$ cat config.mk
export PLATFORM = sky130hd
export DESIGN_NAME = cdb_arbiter
export DESIGN_NICKNAME = d
export VERILOG_FILES = /design/src/rtl/cdb_arbiter.sv
export SDC_FILE = /design/constraint.sdc
export NUM_CORES = 1
export LEC_CHECK = 0
export BUFFER_PORTS_ARGS = -buffer_cell sky130_fd_sc_hd__clkbuf_2
export CORE_MARGIN = 3
export CORE_UTILIZATION = 55
export DETAILED_ROUTE_END_ITERATION = 10
export PLACE_DENSITY = 0.74
export SLEW_MARGIN = 20
export SYNTH_ARGS = -nofsm -noshare
export SYNTH_HDL_FRONTEND = slang
export SYNTH_SLANG_ARGS = --single-unit
$ cat constraint.sdc
create_clock -name clock -period 3.6 [get_ports clock]
set_input_delay 0.54 -clock clock [delete_from_list [all_inputs] [get_ports clock]]
set_output_delay 0.54 -clock clock [all_outputs]
set_load 0.05 [all_outputs]
$ cat src/rtl/cdb_arbiter.sv
// cdb_arbiter: completion arbiter between functional units and the common data bus.
// Each source owns a small circular FIFO of {tag,value} results. One
// non-empty FIFO is granted per cycle, round-robin from rr_ptr. The
// winner's head is driven as a registered broadcast.
//
// Ports:
//   clock, reset       rising-edge clock, synchronous active-high reset
//   flush              squash: drops all buffered and outgoing results
//   src_valid/ready    per-source valid/ready handshake
//   src_tag/src_value  per-source result, packed as source i at [i*W +: W]
//   cdb_valid/tag/value registered broadcast
//   cdb_src            index of the granted source

`ifndef ROB_TAG_BITS
`define ROB_TAG_BITS 6
`endif

module cdb_arbiter #(
  parameter int NUM_SRC   = 4,
  parameter int TAG_BITS  = `ROB_TAG_BITS,
  parameter int DATA_W    = 32,
  parameter int BUF_DEPTH = 2,
  localparam int SW       = $clog2(NUM_SRC)
) (
  input  logic                         clock,
  input  logic                         reset,
  input  logic                         flush,
  input  logic [NUM_SRC-1:0]           src_valid,
  input  logic [NUM_SRC*TAG_BITS-1:0]  src_tag,
  input  logic [NUM_SRC*DATA_W-1:0]    src_value,
  output logic [NUM_SRC-1:0]           src_ready,
  output logic                         cdb_valid,
  output logic [TAG_BITS-1:0]          cdb_tag,
  output logic [DATA_W-1:0]            cdb_value,
  output logic [SW-1:0]                cdb_src
);

  localparam int PW = (BUF_DEPTH > 1) ? $clog2(BUF_DEPTH) : 1;
  localparam int CW = $clog2(BUF_DEPTH) + 1;
  localparam int EW = TAG_BITS + DATA_W;

  logic [EW-1:0]       mem_q   [NUM_SRC][BUF_DEPTH];
  logic [CW-1:0]       count_q [NUM_SRC];
  logic [CW-1:0]       count_d [NUM_SRC];
  logic [PW-1:0]       head_q  [NUM_SRC];
  logic [PW-1:0]       head_d  [NUM_SRC];
  logic [PW-1:0]       tail_q  [NUM_SRC];
  logic [PW-1:0]       tail_d  [NUM_SRC];
  logic [SW-1:0]       rr_q, rr_d;
  logic                cdb_valid_q, cdb_valid_d;
  logic [TAG_BITS-1:0] cdb_tag_q, cdb_tag_d;
  logic [DATA_W-1:0]   cdb_value_q, cdb_value_d;
  logic [SW-1:0]       cdb_src_q, cdb_src_d;

  logic [NUM_SRC-1:0]  push, pop;
  logic                grant;
  logic [SW-1:0]       win;
  logic [SW-1:0]       idx;
  logic [EW-1:0]       head_entry;

  function automatic logic [PW-1:0] ptr_inc(input logic [PW-1:0] p);
    return (p == PW'(BUF_DEPTH - 1)) ? '0 : p + PW'(1);
  endfunction

  // Ready depends only on the registered count, so a full FIFO refuses
  // a push even in a cycle where it is also being popped.
  always_comb begin
    for (int unsigned i = 0; i < NUM_SRC; i++) begin
      src_ready[i] = !reset && (count_q[i] < CW'(BUF_DEPTH));
      push[i]      = src_valid[i] && src_ready[i] && !flush;
    end
  end

  // Round-robin pick: first non-empty FIFO at or after rr_q. NUM_SRC is a
  // power of two, so the SW-bit sum wraps naturally.
  always_comb begin
    grant = 1'b0;
    win   = '0;
    idx   = '0;
    for (int unsigned off = 0; off < NUM_SRC; off++) begin
      idx = rr_q + SW'(off);
      if (!grant && count_q[idx] != '0) begin
        grant = 1'b1;
        win   = idx;
      end
    end
  end

  assign head_entry = mem_q[win][head_q[win]];

  always_comb begin
    for (int unsigned i = 0; i < NUM_SRC; i++) begin
      pop[i] = grant && !flush && (win == SW'(i));
    end
  end

  always_comb begin
    rr_d        = rr_q;
    cdb_valid_d = 1'b0;
    cdb_tag_d   = cdb_tag_q;
    cdb_value_d = cdb_value_q;
    cdb_src_d   = cdb_src_q;
    for (int unsigned i = 0; i < NUM_SRC; i++) begin
      count_d[i] = count_q[i];
      head_d[i]  = head_q[i];
      tail_d[i]  = tail_q[i];
    end
    if (flush) begin
      for (int unsigned i = 0; i < NUM_SRC; i++) begin
        count_d[i] = '0;
        head_d[i]  = '0;
        tail_d[i]  = '0;
      end
    end else begin
      for (int unsigned i = 0; i < NUM_SRC; i++) begin
        if (push[i]) tail_d[i] = ptr_inc(tail_q[i]);
        if (pop[i])  head_d[i] = ptr_inc(head_q[i]);
        count_d[i] = count_q[i] + CW'(push[i]) - CW'(pop[i]);
      end
      if (grant) begin
        rr_d        = win + SW'(1);
        cdb_valid_d = 1'b1;
        cdb_tag_d   = head_entry[EW-1:DATA_W];
        cdb_value_d = head_entry[DATA_W-1:0];
        cdb_src_d   = win;
      end
    end
  end

  always_ff @(posedge clock) begin
    if (reset) begin
      for (int unsigned i = 0; i < NUM_SRC; i++) begin
        count_q[i] <= '0;
        head_q[i]  <= '0;
        tail_q[i]  <= '0;
      end
      rr_q        <= '0;
      cdb_valid_q <= 1'b0;
      cdb_tag_q   <= '0;
      cdb_value_q <= '0;
      cdb_src_q   <= '0;
    end else begin
      for (int unsigned i = 0; i < NUM_SRC; i++) begin
        count_q[i] <= count_d[i];
        head_q[i]  <= head_d[i];
        tail_q[i]  <= tail_d[i];
      end
      rr_q        <= rr_d;
      cdb_valid_q <= cdb_valid_d;
      cdb_tag_q   <= cdb_tag_d;
      cdb_value_q <= cdb_value_d;
      cdb_src_q   <= cdb_src_d;
    end
  end

  // Storage needs no reset; push is already gated by reset and flush.
  always_ff @(posedge clock) begin
    for (int unsigned i = 0; i < NUM_SRC; i++) begin
      if (push[i]) begin
        mem_q[i][tail_q[i]] <= {src_tag[i*TAG_BITS +: TAG_BITS],
                                src_value[i*DATA_W +: DATA_W]};
      end
    end
  end

  assign cdb_valid = cdb_valid_q;
  assign cdb_tag   = cdb_tag_q;
  assign cdb_value = cdb_value_q;
  assign cdb_src   = cdb_src_q;

endmodule

Word-level counts from Yosys, hierarchy flattened --
Memories as Yosys holds them, arrays and structs flattened. A register that Yosys moved wholly into a read port is not among the register bits. Cells that the tools add are included.
Storage, ports and cells: register bits after elaboration 43, memory bits (writable) 320, bits of input ports 159, output and inout bits 45, memories 4
Memory list:
- mem_q | words 4, bits a word 76, rd ports 1, clocked after memory_dff 0, write ports 4, RTL line 42 | logic [EW-1:0] mem_q [NUM_SRC][BUF_DEPTH];
- count_q | words 4, bits a word 2, rd ports 8, clocked after memory_dff 1, write ports 4, RTL line 43 | logic [CW-1:0] count_q [NUM_SRC];
- head_q | words 4, bits a word 1, rd ports 5, clocked after memory_dff 0, write ports 4, RTL line 45 | logic [PW-1:0] head_q [NUM_SRC];
- tail_q | words 4, bits a word 1, rd ports 4, clocked after memory_dff 0, write ports 4, RTL line 47 | logic [PW-1:0] tail_q [NUM_SRC];
Cells by class: add/sub/neg operators 20, magnitude comparators 13, equal/unequal tests 3, multiplexer cells 64, bitwise logic cells 18, reductions and logical operators 36
Operators by type and width (count):
- $mux 76 | 4
- $mux 38 | 7
- $demux 38 s1 | 4
- $mux 1 | 36
- $logic_and 1x1->1 | 24
- $mux 2 | 10
- $or 1x1->1 | 12
- $ge 2x2->1 const B | 5
- $not 1->2 | 5
- $add 1x1->1 const B | 8
- $add 2x1->2 | 4
- $lt 2x1->1 const B | 4
- $lt 2x2->1 const B | 4
- $mux 4 | 2
- $mux 8 | 1
- $reduce_bool 2->1 | 4
- $sub 2x1->2 | 4
- $logic_not 1->1 | 5
- $add 2x1->2 const B | 2
- $add 2x2->2 const B | 2
- $eq 2x2->1 const B | 2
- $eq 2x1->1 const B | 1
- $logic_not 2->1 | 1
- $reduce_and 2->1 | 1
- other kinds (2) | 2

Logic depth before layout (Yosys ltp) --
Gate-level depths: netlist (run 1).
word-level depth 16, mapped depth 16, gate-level depth less buffers 14

Worst setup path after synthesis (run 1) --
OpenSTA, ideal clock, no wires.
kind input -> register, from in flush, to mem mem_q[1][38] in the netlist's numbering (enable), setup time 0.438 ns, arrival 2.765 ns, required time 3.162 ns, path slack 0.397 ns, stages 4, path through nor2_1 > clkbuf_1 > and2_1 > nor2b_1
RTL lines:
- start: declaration | RTL line 27 | input logic flush,
- end: declaration | RTL line 42

==> summary.md, run 1 <==
| Metric | Value |
|---|---|
| Yosys top cell area share | `63.2%` |
| DRT Wirelength | `36600 um` |
| Min-delay worst type | `input pin to flop` |
| Number of global-route vias before repair | `9902` |
| Layout area overhead | `19.2%` |
| CTS Root Cell | `clkbuf_16` |
| Bufs on Longest Clock Path | `3` |
| Fmax | `0.289 GHz` |
| Drt pass-1 iters | `5` |
| Post-CTS Setup Repair Bufs | `0` |
| WP data arrival | `3880 ps` |
| Iteration-0 DRC Markers | `975` |
| CTS tree | `built` |
| Max-slew violations | `0` |
| Critical path fanouts, max | `42` |
| Synth warn | `0` |
| Worst path bufs/invs | `2` |
| Initial antenna violation count | `4` |
| Worst path top cell family by delay | `compound AO/OA/AOI/OAI gates` |
| Top cell by count, worst path | `o21ai_0` |
| Relative slew slack | `44.5%` |
| Syn nets | `1279` |
| Yosys cell types | `49` |
| # rows | `58` |
| Hold WS | `203 ps` |
| Starting Density | `56.7%` |
| Vias post-DR | `9909` |
| Leak | `0.00635 uW` |
| Startpoint Class | `flop` |
| Synth area leaders | `edfxtp_1, dfxtp_1, nand2_1` |
| Seq/Total Area, Yosys | `71.7%` |
| Vias/cell | `5.97` |
| Slowest cell delay on critical path | `520 ps` |
| Yosys reg bits | `365` |
| Clk_skew | `21.1 ps` |
| Number of buffers created by CTS | `38` |
| Gate Count Post-Synth | `1108` |
| Total Routing Usage GR | `25.4%` |
| Top post-synthesis cells by count | `edfxtp_1, nand2_1, a21oi_1` |
| Tmin final | `3470 ps` |
| RSZ-0062 raised after global routing | `false` |
| Post-layout nets | `1471` |
| Port Buffer Count | `203` |
| Placer Congestion | `0.848` |
| Maximum vdd drop | `504 uV` |
| Die height | `168 um` |
| Clock sink total | `365` |
| CP endpoint kind | `flop` |
| CTS Hold Bufs | `0` |
| DRC viols | `0` |
| Dominant synthesized flop cell | `edfxtp_1` |
| Post_cts resized | `0` |
| Sequential cell area | `0.0103 sq mm` |
| DP HPWL | `22000 um` |
| Die Footprint | `0.0282 sq mm` |
| Largest net degree at the start of global routing | `69` |
| Hold Vio Cnt, Final | `0` |
| Post-route ant nets | `0` |
| Syn Area/Cell | `13.0 sq um` |
| Finished Cell Area | `0.0172 sq mm` |
| Post-DR wirelength/cell | `22.1 um` |
| Period utilisation layout | `96.3%` |
| Worst setup path category | `flop to flop` |
| Setup TNS | `0 ps` |
| Area taken by multi-input logic gates | `0.00374 sq mm` |
| CP max-delay cell | `mux4_2` |
| Synth Cell Area | `0.0144 sq mm` |
| Number of setup violations in the final report | `0` |
| Layout cell share with drive strength beyond 1 | `23.6%` |
| H-tree Lvls | `2` |
| Worst EP required | `4020 ps` |
| Leading area contributor after synthesis | `edfxtp_1` |
| Synth async-reset ratio | `0%` |
| Status | `complete, no violations` |
| First-pass GRT wire length | `55300 um` |
| CORE AREA | `0.0255 sq mm` |
| Crit-path cells | `nor2_1 -> o21ai_0 -> mux4_2 -> a21o_2 -> buf_4 -> a22o_1 -> o211ai_4 -> buf_12 -> o21ai_0 -> a311oi_1` |
| Latest clock arrival within the worst-skew pair | `520 ps` |
| Ports | `204` |
| Die width | `168 um` |
| Placed Area | `0.0159 sq mm` |
| Post-synth EDFFs | `304` |
| Worst slew pin tran | `832 ps` |
| Total grt overflow | `0` |
| Filler cell count | `1797` |
| Most instantiated library cell after synthesis | `edfxtp_1` |
| Clock slew at reported path FFs | `60 ps` |
| Max-Cap Viols | `0` |
| Power per cell area | `671 mW/mm^2` |
## layout by cell type (no fill, tap or decap), types with 3 or more instances in the layout
cell type,instances
bufinv_16,9
clkinv_2,7
a211oi_1,38
and3_1,39
xnor2_1,12
clkbuf_2,203
a311oi_1,36
nor2_1,59
clkbuf_1,6
clkbuf_16,38
inv_1,9
a21oi_1,80
and2_1,12
a311o_1,38
and3_2,4
nor2b_4,5
xor2_1,4
nand2_1,237
clkinv_1,4
o21ai_0,42
dfxtp_1,61
edfxtp_1,304
buf_12,7
nor2b_1,4
clkbuf_8,3
ha_1,12
buf_4,20
## logic make-up after synthesis
family | Yosys count | share of synthesized area [%]
buf+inv | 89 | 2.82
compound gates | 248 | 11.9
flops | 365 | 71.7
xor+xnor | 16 | 0.970
fa+ha+maj | 12 | 1.04
mux | 2 | 0.312
simple gates | 376 | 11.3
## stage by stage
| step | worst slack (ps) | std cells | total power, uW | utilization, % |
|---|---|---|---|---|
| floorplan | 397 | 1108 | 6730 | - |
| global placement | 369 | 1590 | 7360 | 62.2 |
| detailed placement | 232 | 1590 | 7410 | 62.2 |
| CTS | 232 | 1658 | 11600 | 67.5 |
| global route | 1.03 | 1660 | 12000 | 67.6 |
| finish | 135 | 1660 | 11500 | 67.6 |
## report_power, final
part / internal [uW] / switching (uW)
clock network: 2650 / 1550
registers: 4830 / 151
logic: 698 / 1680
## registers in the layout, summed over array words and instances (netlist names), named ones only
name and count:
mem_q 304, cdb_value 32, count_q 8, cdb_tag 6, head_q 4, tail_q 4, cdb_src 2, rr_q 2
cdb_valid 1
## metal layers
layer | up-vias | global-route usage, % | wire [um]
li1 | 4504 | - | -
met1 | 4771 | 35.7 | 15100
met2 | 535 | 39.9 | 17200
met3 | 95 | 4.67 | 3190
met4 | 4 | 9.68 | 1020
met5 | - | 0 | 34
## final cells by class
type / instances / share of cell area [%]
Tap cell: 330 / 2.40
Clock buffer: 47 / 5.90
Multi-Input combinational cell: 654 / 21.7
Sequential cell: 365 / 60.1
Timing Repair Buffer: 230 / 7.59
Clock inverter: 21 / 1.96
Inverter: 11 / 0.240
Antenna cell: 2 / 0.0291
## final timing paths
| check | start | to | slack [ps] | cells after the start |
|---|---|---|---|---|
| setup / recovery | count_q[2][1] | cdb_tag[3] | 130 | 10 |
| hold / removal | src_value[103] | mem_q[3][7] | 200 | 1 |
| setup reg to reg | count_q[2][1] | cdb_tag[3] | 130 | 10 |
| hold reg to reg | cdb_src[1] | cdb_src[1] | 470 | 2 |
No activity file was read; power rests on OpenSTA's default activity.
==> inputs of run 2 (changes only) <==
--- a/config.mk
+++ b/config.mk
@@ -9,6 +9,7 @@
 export CORE_MARGIN = 3
 export CORE_UTILIZATION = 55
 export DETAILED_ROUTE_END_ITERATION = 10
+export GPL_TIMING_DRIVEN = 0
 export PLACE_DENSITY = 0.74
 export SLEW_MARGIN = 20
 export SYNTH_ARGS = -nofsm -noshare
==> constraint.sdc (replaced) <==
create_clock -name clock -period 3.6 [get_ports clock]
set_input_delay 0.18 -clock clock [delete_from_list [all_inputs] [get_ports clock]]
set_output_delay 0.18 -clock clock [all_outputs]
set_load 0.05 [all_outputs]
==> summary.md, run 2 (synthesized netlist as in run 1, its figures left out) <==
| Metric | Value |
|---|---|
| Status | `complete, no violations` |
| Number of buffers created by CTS | `38` |
| Startpoint Class | `flop` |
| Latest clock arrival within the worst-skew pair | `530 ps` |
| Most frequent cells in the layout | `edfxtp_1, nand2_1, clkbuf_2` |
| Hold WS | `129 ps` |
| Ports | `204` |
| Hold path endpoint | `tail_q[2]` |
| Period utilisation layout | `95.1%` |
| Worst setup path category | `flop to flop` |
| Post-CTS Setup Repair Bufs | `0` |
| Hold Vio Cnt, Final | `0` |
| Iteration-0 DRC Markers | `1416` |
| Starting Density | `56.7%` |
| Post-Route Utilization | `74.3%` |
| Total grt overflow | `0` |
| Largest net degree at the start of global routing | `39` |
| Final Worst Setup Slack | `176 ps` |
| Clock sink total | `365` |
| Number of setup violations in the final report | `0` |
| Filler cell count | `1605` |
| Initial antenna violation count | `2` |
| WP data arrival | `3780 ps` |
| M2 GR Usage | `51.4%` |
| Post-route ant nets | `0` |
| Placer Congestion | `0.836` |
| H-tree Lvls | `2` |
| Worst EP required | `3960 ps` |
| Worst slew pin tran | `781 ps` |
| Post-DR wirelength/cell | `23.8 um` |
| Layer with the highest usage | `met2` |
| DRT Wirelength | `44500 um` |
| Critical path fanouts, max | `19` |
| Drt pass-1 iters | `6` |
| Min-delay worst type | `input pin to flop` |
| Maximum vdd drop | `497 uV` |
| Max-slew violations | `0` |
| Relative slew slack | `48.0%` |
| Pre-CTS setup slack | `-360 ps` |
| Max-Cap Viols | `0` |
| Leak | `0.00705 uW` |
| Die height | `168 um` |
| CP max-delay cell | `clkbuf_1` |
| Die Footprint | `0.0282 sq mm` |
| Worst path bufs/invs | `3` |
| Port Buffer Count | `203` |
| CP endpoint kind | `flop` |
| Reg2Reg Setup Slack | `180 ps` |
| Vias post-DR | `11300` |
| Max FFs per register | `304` |
| First-pass GRT wire length | `65700 um` |
| Crit-path cells | `nor2_2 -> o21ai_1 -> mux4_2 -> nand3_2 -> nand2_8 -> inv_2 -> clkbuf_1 -> buf_2 -> a21oi_1 -> o21ai_0 -> a311oi_1` |
| Worst r2r src | `count_q[3][1]` |
| Post-layout nets | `1682` |
| Vias/cell | `6.02` |
| RSZ-0062 raised after global routing | `false` |
| Met3 usage | `5.96%` |
| Clk_skew | `25.3 ps` |
| Bufs on Longest Clock Path | `3` |
| DP HPWL | `26300 um` |
| Number of global-route vias before repair | `11600` |
| Tmin final | `3420 ps` |
| # rows | `58` |
| Layout area overhead | `31.1%` |
| Clock slew at reported path FFs | `60 ps` |
| Slowest cell delay on critical path | `530 ps` |
| Worst R2R End | `cdb_tag[0]` |
| WHS Path Cells | `4` |
| Fmax | `0.292 GHz` |
| Die width | `168 um` |
| Worst hold start | `src_valid[2]` |
| Power per cell area | `616 mW/mm^2` |
| Commonest non-fill, non-tap cell in the layout | `edfxtp_1` |
| CORE AREA | `0.0255 sq mm` |
| CTS tree | `built` |
| CTS Root Cell | `clkbuf_16` |
| Layout cell share with drive strength beyond 1 | `21.2%` |
| DRC viols | `0` |
| Total Routing Usage GR | `30.8%` |
| Worst r2r path cells | `11` |
| GR Layer Usage met1 | `39.4%` |
| Worst path top cell family by delay | `buffers and inverters` |
run 2: changes by cell type in the layout (fill, tap and decap cells not counted), moves of 5 or more:
| cell | change |
|---|---|
| buf_12 | -5 |
| clkbuf_1 | +39 |
| buf_2 | +21 |
| dlygate4sd3_1 | +155 |
| buf_4 | -14 |
| bufinv_16 | -6 |
| buf_1 | +7 |
| buf_16 | +6 |
run 2: worst max-delay path by stage:
stage / from / slack [ps] / cells after the start / to
floorplan: count_q[3][1] / 460 / 15 / count_q[1][1]
global placement: flush / -1390 / 5 / mem_q[1][67]
detailed placement: count_q[3][1] / -360 / 15 / count_q[0][1]
CTS: count_q[0][1] / 80 / 14 / count_q[2][1]
global route: count_q[3][1] / 10 / 10 / cdb_tag[0]
finish: count_q[3][1] / 180 / 11 / cdb_tag[0]
run 2: stage by stage:
step / TNS [ps] / cell area [sq um] / instances / total power (uW)
finish: 0 / 18900 / 1872 / 11700
global route: 0 / 18900 / 1872 / 12000
CTS: 0 / 18900 / 1871 / 11600
detailed placement: -1280 / 16100 / 1650 / 7620
global placement: -173590 / 15900 / 1641 / 7550
floorplan: 0 / 14400 / 1108 / 6730
run 2: what timing repair did:
action | in CTS | in global routing
setup endpoints to repair | 6 | 12
gates resized for setup | 1 | 7
hold buffers | 155 | 0
endpoints found under the hold margin | 305 | 0
pin swaps | 0 | 0
run 2: cell type report:
cell class	instances	area (sq um)	area share, %
buffer	74	355	1.88
clock inverter	16	173	0.912
antenna	2	5.00	0.0264
timing repair buffer	367	2790	14.7
multi-input combinational	654	3750	19.8
tap	330	413	2.18
clock buffer	53	1060	5.59
inverter	11	41.3	0.218
sequential	365	10300	54.7
run 2: worst register-to-register path: stages, from the launching register on:
cell      delay [ps]
dfxtp_1          390
nor2_2           230
o21ai_1           90
mux4_2           510
nand3_2          230
nand2_8          170
inv_2            330
clkbuf_1         530
buf_2            390
a21oi_1           70
o21ai_0          200
a311oi_1         140
run 2: power breakdown:
group / internal, uW / switching, uW / total, uW
Sequential: 4830 / 155 / 4980
Clock: 2290 / 1630 / 3920
Combinational: 859 / 1900 / 2760
Total: 7970 / 3690 / 11700
run 2: per-layer routing:
| metal | wire, um | up-vias |
|---|---|---|
| met5 | 0 | - |
| met4 | 1870 | 0 |
| met3 | 4970 | 153 |
| met2 | 21600 | 819 |
| met1 | 16100 | 5375 |
| li1 | - | 4924 |
